File: config.mk
export PLATFORM = sky130hd
export DESIGN_NAME = branch_predictor
export DESIGN_NICKNAME = d
export VERILOG_FILES = /design/src/rtl/branch_predictor_pkg.sv /design/src/rtl/branch_predictor_sat_counter2.sv /design/src/rtl/branch_predictor.sv
export SDC_FILE = /design/constraint.sdc
export NUM_CORES = 2
export LEC_CHECK = 0
export ABC_AREA = 1
export CAP_MARGIN = 5
export CELL_PAD_IN_SITES_DETAIL_PLACEMENT = 1
export CELL_PAD_IN_SITES_GLOBAL_PLACEMENT = 2
export CORE_MARGIN = 2
export CORE_UTILIZATION = 46
export DETAILED_ROUTE_END_ITERATION = 8
export HOLD_SLACK_MARGIN = 0.05
export PLACE_DENSITY = 0.92
export RECOVER_POWER = 100
export SYNTH_ARGS = -nofsm -noshare
export SYNTH_HDL_FRONTEND = slang
export SYNTH_SLANG_ARGS = --single-unit
export TNS_END_PERCENT = 20
File: constraint.sdc
create_clock -name clk -period 8.3 [get_ports clk]
set_clock_uncertainty 0.15 [all_clocks]
set_input_delay 1.245 -clock clk [delete_from_list [all_inputs] [get_ports clk]]
set_output_delay 1.245 -clock clk [all_outputs]
set_load 0.1 [all_outputs]
File: src/rtl/branch_predictor_pkg.sv
// Shared definitions for the fetch-side branch predictor and the EX-stage
// branch resolution logic.
//   - 2-bit saturating counter encodings and the counter reset value
//   - helpers that extract the table index and BTB tag from a PC
//   - conditional-branch funct3 encodings, which are used by EX-stage resolution
package branch_predictor_pkg;

  typedef enum logic [1:0] {
    SNT = 2'b00,  // strongly not-taken
    WNT = 2'b01,  // weakly not-taken
    WT  = 2'b10,  // weakly taken
    ST  = 2'b11   // strongly taken
  } cnt_state_t;

  localparam logic [1:0] CNT_RESET = WNT;

  localparam logic [2:0] F3_BEQ  = 3'b000;
  localparam logic [2:0] F3_BNE  = 3'b001;
  localparam logic [2:0] F3_BLT  = 3'b100;
  localparam logic [2:0] F3_BGE  = 3'b101;
  localparam logic [2:0] F3_BLTU = 3'b110;
  localparam logic [2:0] F3_BGEU = 3'b111;

  // Index is pc[idx_bits+1:2]. The result is zero-extended to 32 bits, and the
  // caller keeps the low idx_bits.
  function automatic logic [31:0] pc_index(input logic [31:0] pc,
                                           input int unsigned idx_bits);
    return (pc >> 2) & ((32'd1 << idx_bits) - 32'd1);
  endfunction

  // Tag is pc[idx_bits+tag_bits+1:idx_bits+2]. The result is zero-extended to
  // 32 bits.
  function automatic logic [31:0] pc_tag(input logic [31:0] pc,
                                         input int unsigned idx_bits,
                                         input int unsigned tag_bits);
    return (pc >> (idx_bits + 2)) & ((32'd1 << tag_bits) - 32'd1);
  endfunction

endpackage

File: src/rtl/branch_predictor_sat_counter2.sv
// 2-bit saturating direction counter next-state logic (purely combinational).
// Ports:
//   cnt      in  2  current counter value
//   taken    in  1  resolved branch outcome
//   cnt_next out 2  counter value after training with taken
module sat_counter2
  import branch_predictor_pkg::*;
(
  input  logic [1:0] cnt,
  input  logic       taken,
  output logic [1:0] cnt_next
);

  always_comb begin
    cnt_next = cnt;
    if (taken) begin
      if (cnt != ST) cnt_next = cnt + 2'd1;
    end else begin
      if (cnt != SNT) cnt_next = cnt - 2'd1;
    end
  end

endmodule

File: src/rtl/branch_predictor.sv
// Fetch-side branch predictor. It uses a direct-mapped table of 2-bit counters
// and a BTB, both held in flops so that prediction reads are combinational.
// The table is trained non-speculatively from EX-stage branch resolution. The
// module also keeps saturating counts of resolved branches and mispredictions.
//
// Optional build macro: BRANCH_PREDICTOR_GSHARE_EN
//   When defined, a global history register (GHR) is XORed into the counter
//   index. The BTB is still indexed by PC only. When undefined, the predictor is
//   pure bimodal, pred_ghr is 0, and ex_ghr is ignored.
//
// Ports:
//   clk, rst              clock, synchronous active-high reset
//   if_pc                 fetch PC
//   pred_taken/target/hit prediction for if_pc (combinational)
//   pred_ghr              history snapshot to carry with the branch
//   ex_valid/pc/taken/target/mispredict/ghr   resolved conditional branch
//   br_count, mis_count   saturating performance counters
module branch_predictor
  import branch_predictor_pkg::*;
#(
  parameter int IDX_BITS = 6,
  parameter int TAG_BITS = 8,
  parameter int CNT_W    = 32
) (
  input  logic                clk,
  input  logic                rst,
  input  logic [31:0]         if_pc,
  output logic                pred_taken,
  output logic [31:0]         pred_target,
  output logic                pred_hit,
  output logic [IDX_BITS-1:0] pred_ghr,
  input  logic                ex_valid,
  input  logic [31:0]         ex_pc,
  input  logic                ex_taken,
  input  logic [31:0]         ex_target,
  input  logic                ex_mispredict,
  input  logic [IDX_BITS-1:0] ex_ghr,
  output logic [CNT_W-1:0]    br_count,
  output logic [CNT_W-1:0]    mis_count
);

  localparam int ENTRIES = 1 << IDX_BITS;

  // Index and tag extraction
  logic [31:0]         if_idx_w, if_tag_w, ex_idx_w, ex_tag_w;
  logic [IDX_BITS-1:0] if_idx, ex_idx;
  logic [TAG_BITS-1:0] if_tag, ex_tag;
  logic [IDX_BITS-1:0] if_cidx;   // counter index used for prediction
  logic [IDX_BITS-1:0] upd_cidx;  // counter index used for training

  assign if_idx_w = pc_index(if_pc, IDX_BITS);
  assign ex_idx_w = pc_index(ex_pc, IDX_BITS);
  assign if_tag_w = pc_tag(if_pc, IDX_BITS, TAG_BITS);
  assign ex_tag_w = pc_tag(ex_pc, IDX_BITS, TAG_BITS);
  assign if_idx   = if_idx_w[IDX_BITS-1:0];
  assign ex_idx   = ex_idx_w[IDX_BITS-1:0];
  assign if_tag   = if_tag_w[TAG_BITS-1:0];
  assign ex_tag   = ex_tag_w[TAG_BITS-1:0];

`ifdef BRANCH_PREDICTOR_GSHARE_EN
  logic [IDX_BITS-1:0] ghr_reg;

  // The GHR is updated only by resolved branches, so no recovery is needed on
  // a flush.
  always_ff @(posedge clk) begin
    if (rst) begin
      ghr_reg <= '0;
    end else if (ex_valid) begin
      ghr_reg <= {ghr_reg[IDX_BITS-2:0], ex_taken};
    end
  end

  assign pred_ghr = ghr_reg;
  assign if_cidx  = if_idx ^ ghr_reg;
  // Training uses the history the branch was predicted with, not the
  // current history.
  assign upd_cidx = ex_idx ^ ex_ghr;

  logic unused_bits;
  assign unused_bits = ^{if_idx_w[31:IDX_BITS], if_tag_w[31:TAG_BITS],
                         ex_idx_w[31:IDX_BITS], ex_tag_w[31:TAG_BITS]};
`else
  assign pred_ghr = '0;
  assign if_cidx  = if_idx;
  assign upd_cidx = ex_idx;

  logic unused_bits;
  assign unused_bits = ^{if_idx_w[31:IDX_BITS], if_tag_w[31:TAG_BITS],
                         ex_idx_w[31:IDX_BITS], ex_tag_w[31:TAG_BITS], ex_ghr};
`endif

  // Table storage, flattened so that the prediction path can mux directly
  logic [ENTRIES-1:0][1:0]          cnt_q;
  logic [ENTRIES-1:0]               valid_q;
  logic [ENTRIES-1:0][TAG_BITS-1:0] tag_q;
  logic [ENTRIES-1:0][31:0]         target_q;

  genvar gi;
  generate
    for (gi = 0; gi < ENTRIES; gi++) begin : g_entry
      logic [1:0]          cnt_reg;
      logic [1:0]          cnt_next;
      logic                valid_reg;
      logic [TAG_BITS-1:0] tag_reg;
      logic [31:0]         target_reg;
      logic                cnt_we;
      logic                btb_we;

      // Counter and BTB writes can target different entries when gshare
      // hashing is enabled.
      assign cnt_we = ex_valid && (upd_cidx == IDX_BITS'(gi));
      assign btb_we = ex_valid && ex_taken && (ex_idx == IDX_BITS'(gi));

      sat_counter2 u_sat (
        .cnt      (cnt_reg),
        .taken    (ex_taken),
        .cnt_next (cnt_next)
      );

      // Aliasing PCs share the counter. A tag replacement leaves it untouched.
      always_ff @(posedge clk) begin
        if (rst) begin
          cnt_reg   <= CNT_RESET;
          valid_reg <= 1'b0;
        end else begin
          if (cnt_we) cnt_reg <= cnt_next;
          if (btb_we) valid_reg <= 1'b1;
        end
      end

      // Tag and target are qualified by valid_reg, so they need no reset.
      always_ff @(posedge clk) begin
        if (!rst && btb_we) begin
          tag_reg    <= ex_tag;
          target_reg <= ex_target;
        end
      end

      assign cnt_q[gi]    = cnt_reg;
      assign valid_q[gi]  = valid_reg;
      assign tag_q[gi]    = tag_reg;
      assign target_q[gi] = target_reg;
    end
  endgenerate

  // The prediction reads pre-update state. A same-cycle update to the same
  // entry is visible only from the next cycle, because there is no bypass.
  logic rd_hit;
  assign rd_hit      = valid_q[if_idx] && (tag_q[if_idx] == if_tag);
  assign pred_hit    = rd_hit;
  assign pred_taken  = rd_hit && cnt_q[if_cidx][1];
  assign pred_target = pred_taken ? target_q[if_idx] : (if_pc + 32'd4);

  // Saturating performance counters
  logic [CNT_W-1:0] br_count_reg, mis_count_reg;

  always_ff @(posedge clk) begin
    if (rst) begin
      br_count_reg  <= '0;
      mis_count_reg <= '0;
    end else if (ex_valid) begin
      if (br_count_reg != '1) br_count_reg <= br_count_reg + 1'b1;
      if (ex_mispredict && (mis_count_reg != '1)) mis_count_reg <= mis_count_reg + 1'b1;
    end
  end

  assign br_count  = br_count_reg;
  assign mis_count = mis_count_reg;

endmodule
==> results.toml <==
[flow_run]
maxCapViolCount = 106

[die]
initial_utilization = 0.464
die_area_sq_mm = 0.252
num_rows = 182
die_w_um = 502
die_h_um = 502
coreArea_sq_mm = 0.246
pin_count = 211

[placed_design]
hpwl_um = 209000
place_ws_ns = 1.27
place.gp.congestion = 0.817
port_buffers = 180

[logic_synthesis]
synth_edf_count = 2560
postSynthAreaPerCell_sq_um = 11.8
seq_area_frac_synth = 0.717
synth_cell_type_count = 46
synthCells = 9716
synthArstFlopShare = 0
ys_seq_elements = 2816
ys_warn_count = 0
synthFlopType = "edfxtp_1"
synth_area_sq_mm = 0.114

[drt]
dr_total_vias = 83521
drcViolationCount = 0
drtIter0Drc = 9957
dr.pass1.iters = 6
detail-route-antenna-nets = 0
totalWireLength_um = 396000
wl_per_cell_um = 29.9
viasPerCell = 6.29

[sta]
worst_pin_slew_ns = 4.02
period_share = 0.933
finalCriticalPeriod_ns = 7.75
maxSlewHeadroom = -1.68
slew_violations = 4988
fin_ws_ns = 0.554
fmaxAchievable_mhz = 129
rsz0062_at_grt = "no"
fin_setup_tns_ns = 0
final_hold_viol_count = 0
finalSetupViolCount = 0

[pwr]
peakVddDrop_uv = 187
power_density_mw_per_mm2 = 238
p_leak_nw = 42.5

[grt]
grt_remaining_overflow = 0
antenna_found_initial = 29
grt_pass1_wl_um = 575000
grt_max_degree = 194
track_usage = 0.309
grt_pass1_vias = 87449

[clock_tree]
root_buffer = "clkbuf_16"
numCtsBuffers = 307
cts.clk_slew.worst_paths_ns = 0.06
hold_buffers = 0
h-tree-depth = 5
insertion_delay_ns = 0.95
cts_buffer_depth = 4
cts_tree = "yes"
cts_resized = 0
cts_sinks = 2816
postCtsSetupBuffers = 0

[hold_path]
hold_start = "g_entry[20].valid_reg"
hold_depth = 2
hp-class = "flip-flop to flip-flop"
min_to = "g_entry[20].valid_reg"

[setup_path]
r2r-start = "br_count[0]"
r2r_cells = 13
crit_fanout = 92
cp.arrival_ns = 8.09
reg2reg_slack_ns = 4.63
worstReg2RegEnd = "br_count[26]"
cp-start-kind = "input pin"
worst_setup_path_end_kind = "flip-flop"
path_class = "input pin to flip-flop"
required_ns = 8.64

[run_status]
status = "finished, violations left"
violations = "max-capacitance violations, max-slew violations"

[cells_and_area]
drive_gt1_frac = 0.0636
finalNetCount = 9832
final_common_cell = "edfxtp_1"
largest_register_ffs = 2048
fill_cells = 25351
syn_to_final_growth_pct = 12.2
final_cell_mix = "edfxtp_1, nor2_1, o21ai_0, nand2_1, nand3_1"
## synth_stat cells (all sizes together) (3+ instances only)
cell type	instances	area share
dfxtp	256	0.045
buf	243	0.011
nand3	550	0.024
nand3b	3	0.00020
inv	475	0.016
nor2	1459	0.048
a22oi	98	0.0064
o211ai	116	0.0076
o21ai	1356	0.059
or2	21	0.0011
nor3b	7	0.00046
o22ai	256	0.014
edfxtp	2560	0.67
nor3	48	0.0022
xor2	31	0.0024
clkinv	7	0.00023
nand2	1188	0.039
clkbuf	395	0.013
a221o	15	0.0013
a31oi	5	0.00027
a21oi	325	0.014
nand4	60	0.0033
o221ai	190	0.015
nor4	10	0.00055
ha	3	0.00033
o21a	7	0.00046
xnor2	12	0.00092
o31ai	13	0.00085
## metal layers
layer  part of all wire  wire length, um  track usage
met1               0.37           146000        0.386
met2               0.48           189000        0.507
met3              0.097            38500       0.0614
met4              0.057            22700        0.164
met5            0.00041              161            0
## metrics by stage
stage | instance area [sq um] | hold WS [ns] | std cells | power, mW | util
after floorplan | 114000 | 0.273 | 9721 | 16.8 | -
after global placement | 120000 | 0.284 | 12725 | 17.5 | 0.485
after detailed placement | 120000 | 0.291 | 12725 | 17.6 | 0.485
after CTS | 129000 | 0.307 | 13255 | 30.5 | 0.523
after global routing | 128000 | 0.333 | 13261 | 31.2 | 0.520
final | 128000 | 0.304 | 13269 | 30.5 | 0.521
## layout make-up
cell class	instances	area [sq um]	share of cell area
Multi-Input combinational cell	5785	27800	0.217
Antenna cell	14	35.0	0.000273
Clock inverter	147	1200	0.00935
Inverter	482	1850	0.0144
Clock buffer	383	8120	0.0633
Sequential cell	2816	82000	0.639
Timing Repair Buffer	330	3070	0.0239
Tap cell	3312	4140	0.0323
## how the worst max path moves through the flow
| stage | start | endpoint |
|---|---|---|
| floorplan | if_pc[3] | pred_taken |
| global placement | if_pc[2] | pred_target[5] |
| detailed placement | if_pc[2] | pred_target[5] |
| CTS | if_pc[2] | pred_target[5] |
| global route | if_pc[2] | pred_target[10] |
| finish | rst | g_entry[43].target_reg[18] |
## cell families (layout without fill, tap and decap cells)
family / after synthesis / after routing / synth area share
XOR/XNOR: 43 / 43 / 0.00330
buffers and inverters: 1120 / 1342 / 0.0402
flip-flops: 2816 / 2816 / 0.717
AO/OA/AOI/OAI: 2385 / 2385 / 0.119
AND/OR/NAND/NOR: 3348 / 3348 / 0.119
other: 1 / 20 / 0.0000328
adder cells (fa/ha/maj): 3 / 3 / 0.000328
## critical path, stage by stage
cell	delay [ns]
clkbuf_1	0.11
inv_1	1.25
nand2_1	1.76
buf_12	0.69
nor2_1	0.33
buf_4	0.54
clkbuf_1	1.93
## power by group
group	switching [mW]	internal [mW]	leakage, nW
Clock	5.62	7.48	4.56
Sequential	0.0122	15.5	25.1
Combinational	1.46	0.418	12.9
Total	7.09	23.4	42.5
Note: power is estimated with default switching activity, not from simulation.
